$ cat src/rtl/s3g_host_master_pkg.sv
// S3G protocol constants, status codes and controller state encoding,
// shared by the host master and the slave-side framing blocks.
`default_nettype none

package s3g_host_master_pkg;

    localparam logic [7:0] S3G_SYNC  = 8'hD5;
    localparam logic [7:0] CRC8_POLY = 8'h8C;

    typedef enum logic [2:0] {
        ST_OK         = 3'd0,
        ST_ERR_LEN    = 3'd1,
        ST_TIMEOUT    = 3'd2,
        ST_BAD_LEN_RX = 3'd3,
        ST_BAD_CRC    = 3'd4,
        ST_OVERFLOW   = 3'd5
    } s3g_status_e;

    typedef enum logic [3:0] {
        S_IDLE     = 4'd0,
        S_TX_HDR   = 4'd1,
        S_TX_LEN   = 4'd2,
        S_TX_FETCH = 4'd3,
        S_TX_PAY   = 4'd4,
        S_TX_CRC   = 4'd5,
        S_RX_HDR   = 4'd6,
        S_RX_LEN   = 4'd7,
        S_RX_PAY   = 4'd8,
        S_RX_CRC   = 4'd9,
        S_FINISH   = 4'd10
    } s3g_state_e;

endpackage

`default_nettype wire

$ cat src/rtl/s3g_crc8_step.sv
// One-byte update of the reflected CRC-8 (Maxim/iButton) used for S3G payloads.
`default_nettype none

module s3g_crc8_step
    import s3g_host_master_pkg::*;
(
    input  logic [7:0] crc_i,
    input  logic [7:0] data_i,
    output logic [7:0] crc_o
);

    always_comb begin
        logic [7:0] c;
        c = crc_i ^ data_i;
        for (int b = 0; b < 8; b++) begin
            c = c[0] ? ((c >> 1) ^ CRC8_POLY) : (c >> 1);
        end
        crc_o = c;
    end

endmodule

`default_nettype wire

$ cat src/rtl/s3g_host_master.sv
// S3G host initiator: frames D5/len/payload/CRC8 to a UART, then captures
// and validates the response packet into a small readable buffer.
`default_nettype none

module s3g_host_master
    import s3g_host_master_pkg::*;
#(
    parameter int RSP_DEPTH   = 16,
    parameter int TIMEOUT_CYC = 1000000
) (
    input  logic       clk,
    input  logic       rst,
    input  logic       cmd_start,
    input  logic [7:0] cmd_len,
    output logic       cmd_req,
    input  logic [7:0] cmd_data,
    output logic [7:0] tx_data,
    output logic       tx_wr,
    input  logic       tx_done,
    input  logic [7:0] rx_data,
    input  logic       rx_done,
    output logic       busy,
    output logic       done,
    output logic [2:0] status,
    output logic [7:0] rsp_len,
    input  logic [7:0] rsp_addr,
    output logic [7:0] rsp_rdata
);

    localparam int            AW       = (RSP_DEPTH > 1) ? $clog2(RSP_DEPTH) : 1;
    localparam int            TW       = $clog2(TIMEOUT_CYC + 1);
    localparam logic [8:0]    DEPTH    = 9'(RSP_DEPTH);
    localparam logic [TW-1:0] TMO_ONE  = TW'(1);
    // Loaded one short so that done lands exactly TIMEOUT_CYC cycles after the last byte.
    localparam logic [TW-1:0] TMO_LOAD = TW'(TIMEOUT_CYC - 1);

    s3g_state_e    state_q, state_d;
    s3g_status_e   status_q, status_d;
    logic [7:0]    len_q, len_d;
    logic [7:0]    cnt_q, cnt_d;
    logic [7:0]    crc_q, crc_d;
    logic [7:0]    tx_data_q, tx_data_d;
    logic          tx_wr_q, tx_wr_d;
    logic          req_q, req_d;
    logic [TW-1:0] tmo_q, tmo_d;
    logic [7:0]    rsp_len_q, rsp_len_d;
    logic [7:0]    rsp_rdata_q;
    logic          buf_we;
    logic          rx_phase;
    logic [7:0]    crc_data;
    logic [7:0]    crc_next;
    logic [7:0]    mem [0:(1<<AW)-1];

    assign rx_phase = (state_q == S_RX_HDR) || (state_q == S_RX_LEN) ||
                      (state_q == S_RX_PAY) || (state_q == S_RX_CRC);
    assign crc_data = rx_phase ? rx_data : cmd_data;

    s3g_crc8_step u_crc (
        .crc_i  (crc_q),
        .data_i (crc_data),
        .crc_o  (crc_next)
    );

    always_comb begin
        state_d   = state_q;
        status_d  = status_q;
        len_d     = len_q;
        cnt_d     = cnt_q;
        crc_d     = crc_q;
        tx_data_d = tx_data_q;
        tx_wr_d   = 1'b0;
        req_d     = req_q;
        tmo_d     = tmo_q;
        rsp_len_d = rsp_len_q;
        cmd_req   = 1'b0;
        buf_we    = 1'b0;

        // A byte arriving on the expiry cycle still counts and reloads the timer.
        if (rx_phase) begin
            if (rx_done) begin
                tmo_d = TMO_LOAD;
            end else if (tmo_q <= TMO_ONE) begin
                state_d  = S_FINISH;
                status_d = ST_TIMEOUT;
            end else begin
                tmo_d = tmo_q - TMO_ONE;
            end
        end

        case (state_q)
            S_IDLE: begin
                if (cmd_start) begin
                    if (cmd_len == 8'd0) begin
                        state_d  = S_FINISH;
                        status_d = ST_ERR_LEN;
                    end else begin
                        len_d     = cmd_len;
                        cnt_d     = 8'd0;
                        crc_d     = 8'd0;
                        tx_data_d = S3G_SYNC;
                        tx_wr_d   = 1'b1;
                        state_d   = S_TX_HDR;
                    end
                end
            end
            S_TX_HDR: begin
                if (tx_done) begin
                    tx_data_d = len_q;
                    tx_wr_d   = 1'b1;
                    state_d   = S_TX_LEN;
                end
            end
            S_TX_LEN: begin
                if (tx_done) begin
                    req_d   = 1'b0;
                    state_d = S_TX_FETCH;
                end
            end
            S_TX_FETCH: begin
                if (!req_q) begin
                    cmd_req = 1'b1;
                    req_d   = 1'b1;
                end else begin
                    tx_data_d = cmd_data;
                    tx_wr_d   = 1'b1;
                    crc_d     = crc_next;
                    cnt_d     = cnt_q + 8'd1;
                    req_d     = 1'b0;
                    state_d   = S_TX_PAY;
                end
            end
            S_TX_PAY: begin
                if (tx_done) begin
                    if (cnt_q == len_q) begin
                        tx_data_d = crc_q;
                        tx_wr_d   = 1'b1;
                        state_d   = S_TX_CRC;
                    end else begin
                        state_d = S_TX_FETCH;
                    end
                end
            end
            S_TX_CRC: begin
                if (tx_done) begin
                    tmo_d   = TMO_LOAD;
                    state_d = S_RX_HDR;
                end
            end
            S_RX_HDR: begin
                if (rx_done && (rx_data == S3G_SYNC)) begin
                    state_d = S_RX_LEN;
                end
            end
            S_RX_LEN: begin
                if (rx_done) begin
                    if (rx_data == 8'd0) begin
                        state_d  = S_FINISH;
                        status_d = ST_BAD_LEN_RX;
                    end else begin
                        rsp_len_d = rx_data;
                        crc_d     = 8'd0;
                        cnt_d     = 8'd0;
                        state_d   = S_RX_PAY;
                    end
                end
            end
            S_RX_PAY: begin
                if (rx_done) begin
                    buf_we = ({1'b0, cnt_q} < DEPTH);
                    crc_d  = crc_next;
                    cnt_d  = cnt_q + 8'd1;
                    if ((cnt_q + 8'd1) == rsp_len_q) begin
                        state_d = S_RX_CRC;
                    end
                end
            end
            S_RX_CRC: begin
                if (rx_done) begin
                    state_d = S_FINISH;
                    if (rx_data != crc_q) begin
                        status_d = ST_BAD_CRC;
                    end else if ({1'b0, rsp_len_q} > DEPTH) begin
                        status_d = ST_OVERFLOW;
                    end else begin
                        status_d = ST_OK;
                    end
                end
            end
            S_FINISH: begin
                state_d = S_IDLE;
            end
            default: begin
                state_d = S_IDLE;
            end
        endcase
    end

    always_ff @(posedge clk) begin
        if (rst) begin
            state_q   <= S_IDLE;
            status_q  <= ST_OK;
            len_q     <= 8'd0;
            cnt_q     <= 8'd0;
            crc_q     <= 8'd0;
            tx_data_q <= 8'd0;
            tx_wr_q   <= 1'b0;
            req_q     <= 1'b0;
            tmo_q     <= '0;
            rsp_len_q <= 8'd0;
        end else begin
            state_q   <= state_d;
            status_q  <= status_d;
            len_q     <= len_d;
            cnt_q     <= cnt_d;
            crc_q     <= crc_d;
            tx_data_q <= tx_data_d;
            tx_wr_q   <= tx_wr_d;
            req_q     <= req_d;
            tmo_q     <= tmo_d;
            rsp_len_q <= rsp_len_d;
        end
    end

    always_ff @(posedge clk) begin
        if (buf_we) begin
            mem[cnt_q[AW-1:0]] <= rx_data;
        end
    end

    always_ff @(posedge clk) begin
        if (rst) begin
            rsp_rdata_q <= 8'd0;
        end else begin
            rsp_rdata_q <= ({1'b0, rsp_addr} < DEPTH) ? mem[rsp_addr[AW-1:0]] : 8'd0;
        end
    end

    assign tx_data   = tx_data_q;
    assign tx_wr     = tx_wr_q;
    assign busy      = (state_q != S_IDLE) && (state_q != S_FINISH);
    assign done      = (state_q == S_FINISH);
    assign status    = status_q;
    assign rsp_len   = rsp_len_q;
    assign rsp_rdata = rsp_rdata_q;

endmodule

`default_nettype wire

$ cat config.mk
export PLATFORM = sky130hd
export DESIGN_NAME = s3g_host_master
export DESIGN_NICKNAME = d
export VERILOG_FILES = /design/src/rtl/s3g_host_master_pkg.sv /design/src/rtl/s3g_crc8_step.sv /design/src/rtl/s3g_host_master.sv
export SDC_FILE = /design/constraint.sdc
export NUM_CORES = 1
export LEC_CHECK = 0
export CORE_AREA = 5 5 148 115
export DETAILED_ROUTE_END_ITERATION = 8
export DIE_AREA = 0 0 153 120
export PLACE_DENSITY = 0.84
export SYNTH_ARGS = -nofsm -noshare
export SYNTH_HDL_FRONTEND = slang
export SYNTH_SLANG_ARGS = --single-unit
$ cat constraint.sdc
create_clock -name clk -period 4.26 [get_ports clk]
set_clock_uncertainty 0.15 [all_clocks]
set_input_delay 0.426 -clock clk [delete_from_list [all_inputs] [get_ports clk]]
set_output_delay 0.426 -clock clk [all_outputs]
set_load 0.05 [all_outputs]
==> impl_metrics.env <==
export IMPL_dieArea_sq_um=18400
export IMPL_leakage_uw=0.00379
export IMPL_critPathRequiredTime_ns=3.68
export IMPL_utilization_pct=71.9
export IMPL_yosysWarnings=0
export IMPL_nets=904
export IMPL_port_buffers=67
export IMPL_powerDensity_nw_per_um2=391
export IMPL_die_x_um=153
export IMPL_grt_max_degree=62
export IMPL_dpl_cell_count=1048
export IMPL_clockBufferDepth=3
export IMPL_ys_ff_latch=205
export IMPL_hpwlAfterDp_um=17300
export IMPL_rows=40
export IMPL_core_area_sq_um=15500
export IMPL_worstSetupPathType="flop to output port"
export IMPL_yosys_top_cells_area="edfxtp_1 (40%), dfxtp_1 (16%), mux4_2 (9.5%)"
export IMPL_finalCritPeriodShare_pct=86.9
export IMPL_yosysSeqAreaShare_pct=56.6
export IMPL_worstPathMaxFanout=26
export IMPL_wl_per_cell_um=22.9
export IMPL_relSlewSlack_pct=34.7
export IMPL_ff2ff_path_depth=5
export IMPL_tns_ns=0
export IMPL_ys_types=62
export IMPL_drc=0
export IMPL_fp_dieH_um=120
export IMPL_cts_buffers=21
export IMPL_hold_violations=0
export IMPL_start_kind="flop"
export IMPL_worst_pin_slew_ns=0.979
export IMPL_num_vias=7093
export IMPL_drv_cap=0
export IMPL_fmaxAchievable_mhz=270
export IMPL_synth_edf_count=128
export IMPL_ir_drop_uv=341
export IMPL_r2r_setup_slack_ns=0.57
export IMPL_async_flop_share_pct=0
export IMPL_final_cells=1086
export IMPL_drt_initial_drc_count=858
export IMPL_viasPerCell=6.53
export IMPL_synth_avg_cell_area_sq_um=12.1
export IMPL_timing_final_ws_setup_ns=0.560
export IMPL_gp_congestion=0.952
export IMPL_place_ws_ns=0.653
export IMPL_synthCells=786
export IMPL_hold_path_startpoint="rst"
export IMPL_rsz0062_at_grt="no"
export IMPL_firstDrtPassIters=7
export IMPL_areaGrowthSynthToFinish_pct=17.2
export IMPL_post_route_min_period_ns=3.70
export IMPL_cts_hold_buf=0
export IMPL_status="finished clean"
export IMPL_cts_sinks=205
export IMPL_synth_area_leader_cell="edfxtp_1"
export IMPL_antenna_cells=0
export IMPL_antenna_found_initial=0
export IMPL_holdPathStages=4
export IMPL_start_util_pct=61.4
export IMPL_r2r_start="state_q[1]$_SDFF_PP0_"
export IMPL_critPathCaptureType="output port"
export IMPL_insertion_delay_ns=0.51
export IMPL_cts_max_level=1
export IMPL_synth_area_sq_um=9520
export IMPL_grt_pass1_vias=6813
export IMPL_syn_nets=829
export IMPL_ios=68
export IMPL_path_clk_slew_ns=0.06
export IMPL_synth_flop_cell="edfxtp_1"
export IMPL_ctsResizeCount=0
export IMPL_finalSetupViolations=0
export IMPL_whs_endpoint="crc_q[1]$_SDFFE_PP0P_"
export IMPL_routed_wl_um=24900
export IMPL_worstReg2RegEnd="mem[10][1]$_DFFE_PP_"
export IMPL_grt_use_total_pct=27.0
export IMPL_slew_viol_final=0
export IMPL_crit_arrival_ns=3.12
export IMPL_cts_tree="yes"
export IMPL_cts_setup_buffers=0
export IMPL_synth_top_cell_area_share_pct=40.4
export IMPL_grt_pass1_wl_um=38700
export IMPL_min_path_type="primary input to flop"
export IMPL_drive_gt1_share_pct=13.5
export IMPL_grt_remaining_overflow=0
export IMPL_ant_nets=0
export IMPL_cts_root_buffer="clkbuf_16"
[through the flow]
stage | total power, uW | hold slack, ns | area (sq um)
after global routing | 4490 | 0.282 | 11200
after floorplan | 2460 | 0.321 | 9520
after detailed placement | 2630 | 0.349 | 10500
final | 4360 | 0.275 | 11200
after global placement | 2610 | 0.338 | 10500
after CTS | 4370 | 0.236 | 11200
[per-layer routing]
metal  GRT usage (%)  wire, um  up-vias
met3            8.22      3220       42
met1            38.5      9960     3455
li1                -         -     3145
met5               0         0        -
met4            5.23       468        0
met2            41.6     11300      451
[kinds of logic after synthesis]
kind of cell | synth area share [%]
adders and majority gates | 0.789
xor gates and xnor gates | 5.05
DFF | 56.6
and+or+nand+nor | 14.3
muxes | 10.4
buffers and inverters | 2.27
AOI/OAI and AO/OA | 10.6
[cell usage after synthesis, drive strengths merged (3+ instances only)]
master	instances
a21boi	3
or2	3
and2	6
a311oi	5
nand3b	7
a31oi	7
xor2	10
a22o	4
mux4	40
nor2b	17
or3b	3
ha	6
o21ai	29
mux2i	9
nor2	73
clkbuf	36
xnor2	37
nor3	29
dfxtp	77
o21a	6
or4	12
nand4	6
nand3	18
a21o	8
and3	7
o211ai	8
nand2b	11
edfxtp	128
nor4	14
a21oi	52
or3	9
nand2	38
inv	11
a211o	3
a22oi	10
a211oi	6
nor3b	3
buf	9
[state kept, by name (all words and copies together) (netlist names)]
register   cells
tmo_q         20
len_q          8
rsp_len        8
status         3
crc_q          8
cnt_q          8
state_q        4
tx_wr          1
mem          128
rsp_rdata      8
req_q          1
tx_data        8
[critical path: stages, from the launching register on]
cell and delay, ns:
dfxtp_1 0.92, nand2b_1 0.22, nor4b_1 0.57, clkdlybuf4s50_1 0.92
[cell usage in the layout, fill, tap and decap left out, drive strengths merged, types with 7 or more instances in the layout]
cell	netlist	final
a21o	8	8
a21oi	52	52
a22oi	10	10
a31oi	7	7
and3	7	7
buf	9	32
clkbuf	36	27
clkdlybuf4s50	0	65
clkinv	1	10
dfxtp	77	77
edfxtp	128	128
inv	11	12
mux2i	9	9
mux4	40	40
nand2	38	38
nand2b	11	11
nand3	18	18
nand3b	7	7
nor2	73	73
nor2b	17	17
nor3	29	29
nor4	14	14
o211ai	8	8
o21ai	29	29
or3	9	9
or4	12	12
xnor2	37	37
xor2	10	10
[power by group]
part / internal, uW / leakage, uW / switching, uW / total [uW]
logic: 181 / 0.00169 / 259 / 440
registers: 2130 / 0.00177 / 26.3 / 2150
clock network: 996 / 0.000332 / 769 / 1760
total: 3300 / 0.00379 / 1050 / 4360
[worst max path at each step]
stage,endpoint,slack (ns),startpoint
detailed placement,mem[10][4]$_DFFE_PP_,0.65,state_q[1]$_SDFF_PP0_
floorplan,tx_data[0]$_SDFFE_PP0P_,0.56,state_q[2]$_SDFF_PP0_
CTS,cmd_req,0.62,state_q[1]$_SDFF_PP0_
global placement,mem[11][6]$_DFFE_PP_,0.82,state_q[1]$_SDFF_PP0_
global route,mem[10][1]$_DFFE_PP_,0.39,state_q[1]$_SDFF_PP0_
finish,cmd_req,0.56,state_q[1]$_SDFF_PP0_
[area by class of cell]
| type | count | area [sq um] |
|---|---|---|
| clock buffer | 27 | 598 |
| fill | 1019 | 4350 |
| clock inverter | 11 | 66.3 |
| tap | 210 | 263 |
| multi-input combinational | 524 | 3920 |
| sequential | 205 | 5390 |
| timing repair buffer | 97 | 886 |
| inverter | 12 | 45.0 |
Note: power is estimated with default switching activity, not from simulation.
